**config.mk**
```make
export PLATFORM = sky130hd
export DESIGN_NAME = uart_tx_buffer
export DESIGN_NICKNAME = d
export VERILOG_FILES = /design/src/rtl/uart_pkg.sv /design/src/rtl/uart_tx_fifo.sv /design/src/rtl/uart_tx_buffer.sv
export SDC_FILE = /design/constraint.sdc
export NUM_CORES = 1
export LEC_CHECK = 0
export CAP_MARGIN = 20
export CORE_MARGIN = 5
export CORE_UTILIZATION = 53
export DETAILED_ROUTE_END_ITERATION = 7
export HOLD_SLACK_MARGIN = 0.03
export PLACE_DENSITY_LB_ADDON = 0.2
export SYNTH_ARGS = -nofsm -noshare
export SYNTH_HDL_FRONTEND = slang
export SYNTH_SLANG_ARGS = --single-unit
```
**constraint.sdc**
```tcl
create_clock -name clk -period 2.4 [get_ports clk]
set_clock_uncertainty 0.2 [all_clocks]
set_input_delay 0.6 -clock clk [delete_from_list [all_inputs] [get_ports clk]]
set_output_delay 0.6 -clock clk [all_outputs]
set_load 0.02 [all_outputs]
```
**src/rtl/uart_pkg.sv**
```systemverilog
// Shared UART definitions used by the transmit buffer and the matching receiver.
package uart_pkg;

  // 100 MHz system clock, 115200 baud.
  localparam int UART_CLKS_PER_BIT = 868;

  // Payload width of one 8N1 frame.
  localparam int UART_DATA_W = 8;

  // Index of the final data bit; the FSM leaves DATA after this one.
  localparam logic [2:0] UART_LAST_BIT = 3'd7;

  // Transmit FSM states.
  typedef enum logic [1:0] {
    IDLE  = 2'd0,
    START = 2'd1,
    DATA  = 2'd2,
    STOP  = 2'd3
  } uart_tx_state_t;

endpackage

```
**src/rtl/uart_tx_fifo.sv**
```systemverilog
// Small circular FIFO holding bytes waiting to be serialised.
// Pointers carry one extra MSB so full and empty are distinguishable
// without a separate occupancy counter; wrap-around is natural overflow.
// The head entry is presented combinationally on dout so the FSM can
// load it into its shift register in the same cycle it pops.
module uart_tx_fifo
  import uart_pkg::*;
#(
  parameter int DEPTH = 4,
  parameter int WIDTH = UART_DATA_W
) (
  input  logic             clk,
  input  logic             reset,
  input  logic             push,
  input  logic             pop,
  input  logic [WIDTH-1:0] din,
  output logic [WIDTH-1:0] dout,
  output logic             full,
  output logic             empty
);

  localparam int AW = $clog2(DEPTH);

  logic [AW:0]      wr_ptr_q;
  logic [AW:0]      wr_ptr_d;
  logic [AW:0]      rd_ptr_q;
  logic [AW:0]      rd_ptr_d;
  logic [WIDTH-1:0] mem_q [DEPTH];
  logic             push_ok;
  logic             pop_ok;

  // Full: same slot, opposite lap. Empty: identical pointers.
  assign full  = (wr_ptr_q[AW] != rd_ptr_q[AW]) &&
                 (wr_ptr_q[AW-1:0] == rd_ptr_q[AW-1:0]);
  assign empty = (wr_ptr_q == rd_ptr_q);

  // A push while full is dropped; a pop while empty is ignored.
  // Push and pop in the same cycle both take effect.
  assign push_ok = push && !full;
  assign pop_ok  = pop && !empty;

  assign dout = mem_q[rd_ptr_q[AW-1:0]];

  // Pointer advance for accepted pushes and pops.
  always_comb begin
    wr_ptr_d = wr_ptr_q;
    rd_ptr_d = rd_ptr_q;
    if (push_ok) begin
      wr_ptr_d = wr_ptr_q + 1'b1;
    end
    if (pop_ok) begin
      rd_ptr_d = rd_ptr_q + 1'b1;
    end
  end

  // Pointer registers; reset empties the FIFO.
  always_ff @(posedge clk or posedge reset) begin
    if (reset) begin
      wr_ptr_q <= '0;
      rd_ptr_q <= '0;
    end else begin
      wr_ptr_q <= wr_ptr_d;
      rd_ptr_q <= rd_ptr_d;
    end
  end

  // Storage array; contents need no reset since the pointers gate reads.
  always_ff @(posedge clk) begin
    if (push_ok) begin
      mem_q[wr_ptr_q[AW-1:0]] <= din;
    end
  end

endmodule

```
**src/rtl/uart_tx_buffer.sv**
```systemverilog
// Buffered 8N1 UART transmitter.
// Bytes enter through a valid/ready write port into uart_tx_fifo and are
// shifted out LSB-first with one start and one stop bit. When a stop bit
// ends with more data queued, the next start bit follows with no idle gap.
// tx is registered and derived from the next state, so the line changes
// on the same edge that the FSM moves.
module uart_tx_buffer
  import uart_pkg::*;
#(
  parameter int CLKS_PER_BIT = UART_CLKS_PER_BIT,  // at least 2
  parameter int DEPTH        = 4                   // power of 2, at least 2
) (
  input  logic                   clk,
  input  logic                   reset,
  input  logic [UART_DATA_W-1:0] data,
  input  logic                   write,
  output logic                   ready,
  output logic                   tx,
  output logic                   busy
);

  localparam int                BAUD_W    = $clog2(CLKS_PER_BIT);
  localparam logic [BAUD_W-1:0] BAUD_LAST = BAUD_W'(CLKS_PER_BIT - 1);
  localparam logic [BAUD_W-1:0] BAUD_ONE  = BAUD_W'(1);

  uart_tx_state_t         state_q;
  uart_tx_state_t         state_d;
  logic [BAUD_W-1:0]      baud_q;
  logic [BAUD_W-1:0]      baud_d;
  logic [2:0]             bit_idx_q;
  logic [2:0]             bit_idx_d;
  logic [UART_DATA_W-1:0] shift_q;
  logic [UART_DATA_W-1:0] shift_d;
  logic                   tx_q;
  logic                   tx_d;

  logic                   fifo_full;
  logic                   fifo_empty;
  logic                   fifo_pop;
  logic [UART_DATA_W-1:0] fifo_dout;
  logic                   bit_done;

  // Byte queue; the FIFO itself drops writes arriving while it is full.
  uart_tx_fifo #(
    .DEPTH (DEPTH),
    .WIDTH (UART_DATA_W)
  ) u_fifo (
    .clk   (clk),
    .reset (reset),
    .push  (write),
    .pop   (fifo_pop),
    .din   (data),
    .dout  (fifo_dout),
    .full  (fifo_full),
    .empty (fifo_empty)
  );

  // Last clock of the current bit period.
  assign bit_done = (baud_q == BAUD_LAST);

  // ready comes straight from the registered pointers, so a pop while full
  // only raises it on the following cycle.
  assign ready = !fifo_full;
  assign busy  = (state_q != IDLE) || !fifo_empty;
  assign tx    = tx_q;

  // State register.
  always_ff @(posedge clk or posedge reset) begin
    if (reset) begin
      state_q <= IDLE;
    end else begin
      state_q <= state_d;
    end
  end

  // Next-state logic; also decides when the head of the FIFO is consumed.
  always_comb begin
    state_d  = state_q;
    fifo_pop = 1'b0;
    case (state_q)
      IDLE: begin
        if (!fifo_empty) begin
          state_d  = START;
          fifo_pop = 1'b1;
        end
      end
      START: begin
        if (bit_done) begin
          state_d = DATA;
        end
      end
      DATA: begin
        if (bit_done && (bit_idx_q == UART_LAST_BIT)) begin
          state_d = STOP;
        end
      end
      STOP: begin
        if (bit_done) begin
          if (!fifo_empty) begin
            state_d  = START;
            fifo_pop = 1'b1;
          end else begin
            state_d = IDLE;
          end
        end
      end
      default: begin
        state_d = IDLE;
      end
    endcase
  end

  // Baud counter, bit index and shift register updates.
  always_comb begin
    baud_d    = baud_q;
    bit_idx_d = bit_idx_q;
    shift_d   = shift_q;
    if (fifo_pop) begin
      // A fresh frame: load the byte and restart the bit timing.
      shift_d   = fifo_dout;
      baud_d    = '0;
      bit_idx_d = '0;
    end else if (state_q != IDLE) begin
      if (bit_done) begin
        baud_d = '0;
        if (state_q == DATA) begin
          shift_d   = shift_q >> 1;
          bit_idx_d = bit_idx_q + 3'd1;
        end else begin
          bit_idx_d = '0;
        end
      end else begin
        baud_d = baud_q + BAUD_ONE;
      end
    end
  end

  // Line level for the state being entered; registered below.
  always_comb begin
    tx_d = 1'b1;
    case (state_d)
      START:   tx_d = 1'b0;
      DATA:    tx_d = shift_d[0];
      default: tx_d = 1'b1;
    endcase
  end

  // Datapath registers; reset forces the line idle and clears counters.
  always_ff @(posedge clk or posedge reset) begin
    if (reset) begin
      baud_q    <= '0;
      bit_idx_q <= '0;
      shift_q   <= '0;
      tx_q      <= 1'b1;
    end else begin
      baud_q    <= baud_d;
      bit_idx_q <= bit_idx_d;
      shift_q   <= shift_d;
      tx_q      <= tx_d;
    end
  end

endmodule

```
# Word-level counts from Yosys, hierarchy flattened
# Memory sizes are Yosys's and may differ from the RTL's.
# Cells that the tools add are included.
# classes
n_addsub	4
bitwise_logic	0
order_cmp	0
shift	0
mux	23
n_eq_ne	10
n_reduce_logical	14
div	0
multipliers	0
# op_table
cell	n
$mux 8	4
$mux 10	3
$mux 3	4
$add 10x1->10 const B	1
$eq 10x10->1 const B	1
$add 3x1->3 const B	3
$mux 2	4
$pmux 2 s4	1
$reduce_bool 2->1	4
$eq 2x2->1 const B	3
$mux 1	5
$eq 2x1->1 const B	2
$logic_and 1x1->1	4
$pmux 1 s2	2
$eq 3x3->1	1
$eq 3x3->1 const B	1
$reduce_and 3->1	1
$eq 2x2->1	1
$logic_not 1->1	2
$logic_not 2->1	1
$reduce_and 2->1	1
$logic_or 1x1->1	1
$ne 1x1->1	1
# word_totals
reg_bits	30
elab_cells	60
mem_count	1
rom_bits	0
mem_bits_rw	32
latchBits	0
inputBits	11
out_inout_bits	3
# mem_list
name	words	width	read_ports	rd_clocked_by_memory_dff	wr	line	text
u_fifo.mem_q	4	8	1	0	1	uart_tx_fifo.sv:28	logic [WIDTH-1:0] mem_q [DEPTH];

# Logic depth before layout (Yosys ltp)
# Gate-level depths: netlist of run 1.
# depth
word_depth	6
mapped_depth	9
depth_no_buf	8

# Hierarchy
# Synthesis of run 1 repeated with hierarchy kept, for this count alone.
# hier_totals
hier_cells	234
hier_area_um2	3055.4
# by_module_without_submodules
mod	seq_area_each_um2	n_inst	area_per_inst_um2	cells_each
uart_tx_fifo	1111.1	1	1679.1	91
uart_tx_buffer	601.8	1	1376.3	143

# Worst setup path before layout of run 1
# Ideal clock, no wire load.
# synth_path
kind	flip-flop to flip-flop
start	register baud_q[4]
end	register tx_q, in the netlist tx
path_stages_with_launch	8
required_time_ns	2.106
path_buffers	1
period_less_slack_ns	2.414
setup_ns	0.094
t_arrival_ns	2.119
slack_ns	-0.014
cell_sequence	dfrtp_1 -> or3b_4 -> or4_4 -> buf_6 -> mux2_4 -> mux2_4 -> nor3_2 -> a21oi_1
# synth_between
word_cells_on_any_way	14
cone_classes	eq/ne: 3; mux: 10; reduce/logical: 1
# synth_lines
element	line	text
start: declaration	uart_tx_buffer.sv:28	logic [BAUD_W-1:0] baud_q;
start signal: assignment	uart_tx_buffer.sv:156	baud_q <= baud_d;
$eq 10x10->1 (*)	uart_tx_buffer.sv:59	assign bit_done = (baud_q == BAUD_LAST);
$mux 1 or $mux 8 (tied branches)	uart_tx_buffer.sv:98, uart_tx_buffer.sv:124	
$pmux 1 s2 or $mux 8 (tied branches)	uart_tx_buffer.sv:80, uart_tx_buffer.sv:123	
$mux 8 (*)	uart_tx_buffer.sv:118	if (fifo_pop) begin
named net shift_d[0]	uart_tx_buffer.sv:33	logic [UART_DATA_W-1:0] shift_d;
$pmux 1 s2 (*)	uart_tx_buffer.sv:141	case (state_d)
named net tx_d	uart_tx_buffer.sv:35	logic tx_d;
end signal: assignment	uart_tx_buffer.sv:159	tx_q <= tx_d;
end: declaration	uart_tx_buffer.sv:34	logic tx_q;
# The timed path passes the listed nets; every way through them passes the cells marked *. The select of a mux whose other input is x is not followed.
# A chain may end at the register's enable or synchronous reset.

# Final worst setup path of run 1
# layout_path
start	register baud_q[7]
end	register tx_q, in the netlist tx
# The elaborated chain is that of the path after synthesis.

==> results.sh, run 1 <==
export IMPL_status="finished, final reports clean"
export IMPL_finalCritPeriodShare_pct=97.2
export IMPL_hold_depth=1
export IMPL_clk_pin_slew_ns=0.07
export IMPL_gp_congestion=0.843
export IMPL_fp_dieH_um=83.0
export IMPL_numPortBuffers=13
export IMPL_nets=269
export IMPL_hold_ws_ns=0.315
export IMPL_fin_ws_ns=0.0668
export IMPL_p_leak_nw=1.37
export IMPL_final_util_pct=65.7
export IMPL_path_class="flop to flop"
export IMPL_fmax_mhz=429
export IMPL_synth_area_per_cell_um2=13.9
export IMPL_path_depth=6
export IMPL_cp_arrival_ns=2.38
export IMPL_cpLargestDelayFamily="simple AND/OR/NAND/NOR gates"
export IMPL_synth_fp_nets=227
export IMPL_dieArea_mm2=0.00689
export IMPL_drtPass1Iterations=4
export IMPL_cts_buffer_depth=2
export IMPL_grt_pass1_vias=1869
export IMPL_hpwl_mm=3.71
export IMPL_clock_latency_ns=0.34
export IMPL_grt_pass1_wl_mm=8.97
export IMPL_hold_viol=0
export IMPL_synth_area_mm2=0.00282
export IMPL_yosysWarnings=0
export IMPL_grt_ovfl_total=0
export IMPL_min_path_type="flop to flop"
export IMPL_cp_max_fo=4
export IMPL_ys_types=44
export IMPL_reg2reg_depth=6
export IMPL_die_w_um=83.0
export IMPL_synthFlopType="edfxtp_1"
export IMPL_swShare_pct=27.3
export IMPL_max_slew_margin_pct=57.9
export IMPL_htree_levels=3
export IMPL_cts_hold_buf=0
export IMPL_setup_violations=0
export IMPL_power_share_clock_pct=32.1
export IMPL_async_flop_share_pct=48.4
export IMPL_core_mm2=0.00514
export IMPL_cpMaxStageDelayCell="or4_4"
export IMPL_grt_max_degree=31
export IMPL_dpl_worst_slack_ns=0.00353
export IMPL_antenna_cells=0
export IMPL_io_pins=14
export IMPL_grtUsageTotal_pct=16.7
export IMPL_drt_vias_per_instance=5.53
export IMPL_p_per_area_mw_per_mm2=730
export IMPL_ff2ff_setup_slack_ns=0.07
export IMPL_rows=26
export IMPL_antenna_found_initial=0
export IMPL_clock_sinks=62
export IMPL_wl_per_cell_um=16.5
export IMPL_p_int_mw=1.79
export IMPL_fin_crit_ns=2.33
export IMPL_p_sw_mw=0.673
export IMPL_synth_seq_area_share_pct=60.7
export IMPL_drive_gt1_share_pct=24.4
export IMPL_crit_buf_inv=0
export IMPL_finalPower_mw=2.47
export IMPL_initial_core_util_pct=54.9
export IMPL_slew_violations=0
export IMPL_crit_top_cell="mux2_4"
export IMPL_synthCells=203
export IMPL_maxCapViolations=0
export IMPL_cp_required_ns=2.45
export IMPL_synth_edf_count=32
export IMPL_routed_wl_mm=5.27
export IMPL_numCtsBuffers=9
export IMPL_startpoint_type="flop"
export IMPL_final_cells=320
export IMPL_post_route_drc_count=0
export IMPL_irDropWorstVdd_uv=621
export IMPL_ys_ff_latch=62
export IMPL_layout_area_overhead_vs_synth_pct=19.6
export IMPL_vias=1770
export IMPL_cp_end_kind="flop"
export IMPL_cts_tree="done"
export IMPL_drt_iter0_drc=136
export IMPL_cp_cell_sequence="or3b_4, or4_4, mux2_4, mux2_4, nor3_2, a21oi_1"
export IMPL_power_frac_seq_pct=53.7
export IMPL_final_common_cell="edfxtp_1"
export IMPL_setup_tns_ns=0
export IMPL_max_slew_worst_pin_slew_ns=0.627
export IMPL_p_comb_share_pct=14.2
export IMPL_cpPeakStageDelay_ns=0.50
export IMPL_layout_common_cells="edfxtp_1, dfrtp_1, buf_4"
export IMPL_root_buffer="clkbuf_8"
export IMPL_place_detailed_instances=298
export IMPL_ant_nets=0
export IMPL_dpl_cell_area_mm2=0.00313
export IMPL_final_area_mm2=0.00338
power by group through the flow:
stage	Combinational, mW	Clock [mW]	Sequential, mW
after floorplan	0.217	0	1.32
after global placement	0.322	0	1.33
after detailed placement	0.345	0	1.34
after CTS	0.357	0.811	1.32
after global routing	0.390	0.871	1.34
final	0.350	0.791	1.32
worst paths after layout:
path | to | from
worst min-delay path | bit_idx_q[2] | bit_idx_q[2]
min in group asynchronous | shift_q[6] | reset
max in group asynchronous | tx | reset
worst max register to register | tx | baud_q[7]
worst max-delay path | tx | baud_q[7]
worst min register to register | bit_idx_q[2] | bit_idx_q[2]
repair_timing:
item,4_1_cts,5_1_grt
pin swaps,1,6
gates resized for setup,5,3
buffers inserted,1,5
setup endpoints to repair,3,5
cell type report:
class	count	area [um2]
tap	70	87.6
clock buffer	9	124
clock inverter	7	50.0
inverter	8	30.0
multi-input combinational	127	1060
timing repair buffer	37	309
sequential	62	1710
fill	410	1760
metal layers:
layer  wire, um  track usage [%]  vias up
li1           -                -      845
met1       2270             21.8      874
met2       2700             26.5       43
met3        229             4.65        8
met4         68             6.69        0
met5          0                0        -
cell families (layout without fill, tap and decap cells):
family	after synthesis	in the layout	synth area share (%)
AO/OA/AOI/OAI	31	31	6.78
XOR/XNOR	11	11	3.41
adder cells (fa/ha/maj)	13	13	5.76
buffers and inverters	14	61	2.57
flip-flops	62	62	60.7
multiplexers	18	18	10.4
AND/OR/NAND/NOR	54	54	10.4
sequential cells by signal, summed over array words and instances (netlist names):
register         cells
u_fifo.wr_ptr_q      3
shift_q              8
tx                   1
baud_q              10
state_q              2
u_fifo.mem_q        32
bit_idx_q            3
u_fifo.rd_ptr_q      3
Yosys cell counts (2+ instances only):
cell	n	area, um2
or3_1	4	25.0
nand2_1	18	67.6
mux4_2	8	180
inv_1	8	30.0
xnor2_1	5	43.8
mux2_4	2	30.0
xor2_1	6	52.6
a22o_1	2	17.5
nor2_1	7	26.3
and3_1	6	37.5
edfxtp_1	32	961
ha_1	13	163
mux2_2	2	22.5
nand4_1	5	31.3
o31ai_1	2	15.0
mux2i_1	6	60.1
dfrtp_1	29	726
nand4b_1	2	17.5
nand2b_1	3	18.8
clkbuf_1	2	7.51
a21oi_1	5	25.0
o21ai_0	13	65.1
buf_6	2	22.5
worst register-to-register path, stage by stage (launching register included):
cell and delay [ns]:
dfrtp_1 0.40, or3b_4 0.39, or4_4 0.50, mux2_4 0.31, mux2_4 0.28, nor3_2 0.10
a21oi_1 0.06
No activity file was read; power rests on OpenSTA's default activity.
==> run 2, diff against run 1 <==
--- a/config.mk
+++ b/config.mk
@@ -7,9 +7,10 @@
 export LEC_CHECK = 0
 export CAP_MARGIN = 20
 export CORE_MARGIN = 5
-export CORE_UTILIZATION = 53
+export CORE_UTILIZATION = 59
 export DETAILED_ROUTE_END_ITERATION = 7
 export HOLD_SLACK_MARGIN = 0.03
+export MAX_ROUTING_LAYER = met4
 export PLACE_DENSITY_LB_ADDON = 0.2
 export SYNTH_ARGS = -nofsm -noshare
 export SYNTH_HDL_FRONTEND = slang
==> constraint.sdc (replaced) <==
create_clock -name clk -period 2.35 [get_ports clk]
set_clock_uncertainty 0.2 [all_clocks]
set_input_delay 0.5875 -clock clk [delete_from_list [all_inputs] [get_ports clk]]
set_output_delay 0.5875 -clock clk [all_outputs]
set_load 0.02 [all_outputs]
==> run 2 against run 1 <==
- clock-buffer cell count unchanged
- register-to-register slack about the same
- final cell count fell by 4.4%
- largest cell class unchanged
- largest power group unchanged
- highest routed layer unchanged
==> results.sh, run 2 (synthesis results as in run 1) <==
export IMPL_status="finished, final reports clean"
export IMPL_wl_per_cell_um=17.3
export IMPL_numPortBuffers=13
export IMPL_layout_area_overhead_vs_synth_pct=23.2
export IMPL_startpoint_type="flop"
export IMPL_maxCapViolations=0
export IMPL_drt_vias_per_instance=5.80
export IMPL_core_mm2=0.00469
export IMPL_p_per_area_mw_per_mm2=800
export IMPL_gp_congestion=0.925
export IMPL_cts_buffer_depth=2
export IMPL_routed_wl_mm=5.30
export IMPL_grt_pass1_vias=1827
export IMPL_multi_input_area_mm2=0.00110
export IMPL_nFillCells=276
export IMPL_nets=271
export IMPL_cp_arrival_ns=2.34
export IMPL_final_util_pct=74.1
export IMPL_p_leak_nw=1.42
export IMPL_antenna_cells=0
export IMPL_clock_latency_ns=0.34
export IMPL_root_buffer="clkbuf_8"
export IMPL_clock_sinks=62
export IMPL_ant_nets=0
export IMPL_grt_ovfl_total=0
export IMPL_fin_ws_ns=0.0576
export IMPL_hpwl_mm=3.63
export IMPL_cts_hold_buf=0
export IMPL_final_area_mm2=0.00348
export IMPL_htree_levels=3
export IMPL_max_slew_worst_pin_slew_ns=0.599
export IMPL_clk_pin_slew_ns=0.07
export IMPL_grt_max_degree=31
export IMPL_die_w_um=79.2
export IMPL_cp_max_fo=5
export IMPL_io_pins=14
export IMPL_hold_viol=0
export IMPL_final_common_cell="edfxtp_1"
export IMPL_grt_pass1_wl_mm=8.95
export IMPL_rows=25
export IMPL_antenna_found_initial=0
export IMPL_initial_core_util_pct=60.2
export IMPL_irDropWorstVdd_uv=704
export IMPL_cts_tree="done"
export IMPL_finalCritPeriodShare_pct=97.5
export IMPL_drive_gt1_share_pct=28.2
export IMPL_numCtsBuffers=9
export IMPL_max_slew_margin_pct=59.4
export IMPL_min_path_type="flop to flop"
export IMPL_setup_violations=0
export IMPL_slew_violations=0
export IMPL_finalPower_mw=2.78
export IMPL_largest_reg_flops=32
export IMPL_fp_dieH_um=79.2
export IMPL_seq_area_mm2=0.00171
export IMPL_grtUsageTotal_pct=19.9
export IMPL_layout_common_cells="edfxtp_1, dfrtp_1, buf_4"
export IMPL_dpl_cell_area_mm2=0.00315
export IMPL_fin_crit_ns=2.29
export IMPL_vias=1775
export IMPL_dieArea_mm2=0.00627
export IMPL_fmax_mhz=436
export IMPL_cp_required_ns=2.39
export IMPL_path_class="flop to flop"
export IMPL_dpl_worst_slack_ns=0.0206
export IMPL_post_route_drc_count=0
export IMPL_drt_iter0_drc=164
export IMPL_cp_end_kind="flop"
export IMPL_drtPass1Iterations=4
-- run 2: metal layers --
layer | share of wire (%) | up-vias | GRT usage [%]
li1 | - | 850 | -
met5 | 0 | - | -
met4 | 1.7 | 0 | 7.22
met3 | 3.5 | 14 | 6.12
met1 | 45 | 877 | 25.7
met2 | 49 | 34 | 30.1
-- run 2: worst paths after layout --
kind	start	to	slack [ns]	cells past startpoint
worst max-delay path	baud_q[0]	tx	0.06	7
worst min-delay path	bit_idx_q[1]	bit_idx_q[1]	0.31	1
worst max register to register	baud_q[0]	tx	0.06	7
worst min register to register	bit_idx_q[1]	bit_idx_q[1]	0.31	1
max in group asynchronous	reset	tx	1.20	3
min in group asynchronous	reset	shift_q[5]	0.43	3
-- run 2: stage by stage --
step,TNS (ns),hold slack (ns),cells
final,0,0.315,306
after detailed placement,0,0.280,285
after global routing,-0.00641,0.343,306
after CTS,0,0.325,301
after floorplan,-0.0413,0.262,203
after global placement,0,0.276,285
-- run 2: report_power, final --
group	switching, mW	internal, mW
sequential	0.0616	1.29
combinational	0.206	0.167
clock	0.444	0.611
-- run 2: layout make-up --
class / count / area share (%)
Multi-Input combinational cell: 127 / 31.7
Inverter: 8 / 0.864
Clock inverter: 7 / 2.99
Sequential cell: 62 / 49.3
Tap cell: 54 / 1.94
Timing Repair Buffer: 39 / 9.68
Clock buffer: 9 / 3.56
-- run 2: critical path: stages (launching register included) --
cell and delay [ns]:
dfrtp_1 0.41, ha_2 0.23, nand2b_4 0.07, or4_4 0.54
mux2_4 0.30, mux2_4 0.28, nor3_2 0.10, a21oi_1 0.06
-- run 2: what timing repair did --
item	4_1_cts	5_1_grt
hold endpoints to repair	0	0
pin swaps	0	9
setup buffers	0	5
endpoints found under the setup margin	2	6
gates resized for setup	5	12
==> run 3, diff against run 2 <==
--- a/config.mk
+++ b/config.mk
@@ -11,7 +11,7 @@
 export DETAILED_ROUTE_END_ITERATION = 7
 export HOLD_SLACK_MARGIN = 0.03
 export MAX_ROUTING_LAYER = met4
-export PLACE_DENSITY_LB_ADDON = 0.2
+export PLACE_DENSITY = 0.78
 export SYNTH_ARGS = -nofsm -noshare
 export SYNTH_HDL_FRONTEND = slang
 export SYNTH_SLANG_ARGS = --single-unit
==> run 3 against run 2 <==
- register-to-register slack lost 0.03 ns
- first-iteration DRC count shrank 22%
- global-route usage shrank 0.40 points
- die area is the same
- non-clock buffer count is the same
- power shrank 6.2%
- critical endpoint unchanged
- largest power group unchanged
- highest routed layer unchanged
==> results.sh, run 3 (synthesis results as in run 1) <==
export IMPL_cp_arrival_ns=2.37
export IMPL_die_w_um=79.2
export IMPL_layout_area_overhead_vs_synth_pct=21.1
export IMPL_cp_max_fo=3
export IMPL_fmax_mhz=430
export IMPL_startpoint_type="flop"
export IMPL_fp_dieH_um=79.2
export IMPL_clock_sinks=62
export IMPL_setup_violations=0
export IMPL_irDropWorstVdd_uv=654
export IMPL_dpl_worst_slack_ns=-0.00905
export IMPL_cp_cell_sequence="inv_2, ha_4, nand2b_4, or4_4, mux2_4, mux2_4, nor3_2, a21oi_1"
export IMPL_crit_buf_inv=1
export IMPL_antenna_found_initial=0
export IMPL_cpMaxStageDelayCell="or4_4"
export IMPL_largest_reg_flops=32
export IMPL_nets=271
export IMPL_max_slew_margin_pct=61.5
export IMPL_grtUsageTotal_pct=19.5
export IMPL_reg2reg_depth=8
export IMPL_clk_pin_slew_ns=0.07
export IMPL_crit_top_cell="mux2_4"
export IMPL_hold_depth=2
export IMPL_vias=1774
export IMPL_cpPeakStageDelay_ns=0.49
export IMPL_grt_ovfl_total=0
export IMPL_final_common_cell="edfxtp_1"
export IMPL_cts_tree="done"
export IMPL_path_class="flop to flop"
export IMPL_status="finished, final reports clean"
export IMPL_grt_setup_unrepaired="true"
export IMPL_drtPass1Iterations=4
export IMPL_max_slew_worst_pin_slew_ns=0.574
export IMPL_p_leak_nw=1.39
export IMPL_numPortBuffers=13
export IMPL_hold_viol=0
export IMPL_path_depth=8
export IMPL_grt_max_degree=31
export IMPL_hold_start="shift_q[7]"
export IMPL_grt_pass1_wl_mm=8.69
export IMPL_p_int_mw=1.94
export IMPL_p_per_area_mw_per_mm2=763
export IMPL_drt_vias_per_instance=5.80
export IMPL_cts_buffer_depth=2
export IMPL_p_sw_mw=0.668
export IMPL_p_comb_share_pct=14.2
export IMPL_post_route_drc_count=0
export IMPL_initial_core_util_pct=60.2
export IMPL_dieArea_mm2=0.00627
export IMPL_core_mm2=0.00469
export IMPL_wl_per_cell_um=17.5
export IMPL_power_share_clock_pct=33.7
export IMPL_drt_iter0_drc=128
export IMPL_slew_violations=0
export IMPL_swShare_pct=25.6
export IMPL_ant_nets=0
export IMPL_cp_end_kind="flop"
export IMPL_fin_ws_ns=0.0235
export IMPL_io_pins=14
export IMPL_min_path_type="flop to flop"
export IMPL_routed_wl_mm=5.37
export IMPL_power_frac_seq_pct=52.0
export IMPL_cpLargestDelayFamily="simple AND/OR/NAND/NOR gates"
export IMPL_crit_start="state_q[0]"
export IMPL_final_cells=306
export IMPL_grt_pass1_vias=1827
export IMPL_maxCapViolations=0
export IMPL_layout_common_cells="edfxtp_1, dfrtp_1, buf_4"
export IMPL_cp_required_ns=2.39
export IMPL_fin_crit_ns=2.33
export IMPL_r2r_start="state_q[0]"
export IMPL_antenna_cells=0
export IMPL_drive_gt1_share_pct=26.6
export IMPL_rows=25
export IMPL_htree_levels=3
export IMPL_clock_latency_ns=0.33
export IMPL_hpwl_mm=3.69
export IMPL_root_buffer="clkbuf_8"
export IMPL_gp_congestion=0.911
export IMPL_finalCritPeriodShare_pct=99.0
export IMPL_numCtsBuffers=9
export IMPL_place_detailed_instances=284
run 3: cell count changes in the layout (fill, tap and decap cells not counted), moves of 2 or more:
cell	change
clkinv_4	-2
inv_6	-3
clkbuf_1	+2
ha_2	-2
clkinv_2	+2
run 3: final timing paths:
check | to | slack [ns]
max | tx | 0.02
min | shift_q[7] | 0.33
max reg2reg | tx | 0.02
min reg2reg | shift_q[7] | 0.33
max in group asynchronous | tx | 1.20
min in group asynchronous | baud_q[5] | 0.43
run 3: metal layers:
layer	vias to the layer above	wire length (um)	part of all wire (%)	global-route usage, %
met5	-	0	0	-
met4	0	90	1.7	10.7
met3	9	242	4.5	3.85
met2	40	2830	53	32.2
met1	881	2200	41	22.6
li1	844	-	-	-
run 3: power groups by stage:
stage / clock network, mW / registers [mW] / logic (mW)
floorplan: 0 / 1.35 / 0.221
global placement: 0 / 1.36 / 0.323
detailed placement: 0 / 1.37 / 0.351
CTS: 0.893 / 1.36 / 0.365
global route: 0.952 / 1.36 / 0.411
finish: 0.880 / 1.36 / 0.372
run 3: final cells by class:
type                       instances  area, um2
timing repair buffer              39        319
sequential                        62       1710
fill                             304       1270
inverter                           8       30.0
tap                               54       67.6
clock inverter                     5       51.3
clock buffer                      11        131
multi-input combinational        127       1100
run 3: per-stage QoR:
| step | hold WS, ns | instance area [um2] | setup TNS [ns] | utilization, % | total power [mW] |
|---|---|---|---|---|---|
| floorplan | 0.262 | 2820 | -0.0413 | - | 1.57 |
| global placement | 0.277 | 3130 | 0 | 66.7 | 1.68 |
| detailed placement | 0.297 | 3130 | -0.00905 | 66.7 | 1.72 |
| CTS | 0.330 | 3350 | 0 | 71.3 | 2.62 |
| global route | 0.345 | 3420 | -0.351 | 72.8 | 2.73 |
| finish | 0.329 | 3420 | 0 | 72.8 | 2.61 |
run 3: repair_timing:
action,CTS,global route
setup endpoints to repair,3,6
hold buffers,0,0
pin swaps,0,8
gates resized for setup,5,12
setup buffers,2,4
run 3: tightest hold or removal path, stage by stage (launching register included):
cell and delay, ns:
dfrtp_1 0.38, nand2_1 0.05, o21ai_0 0.06
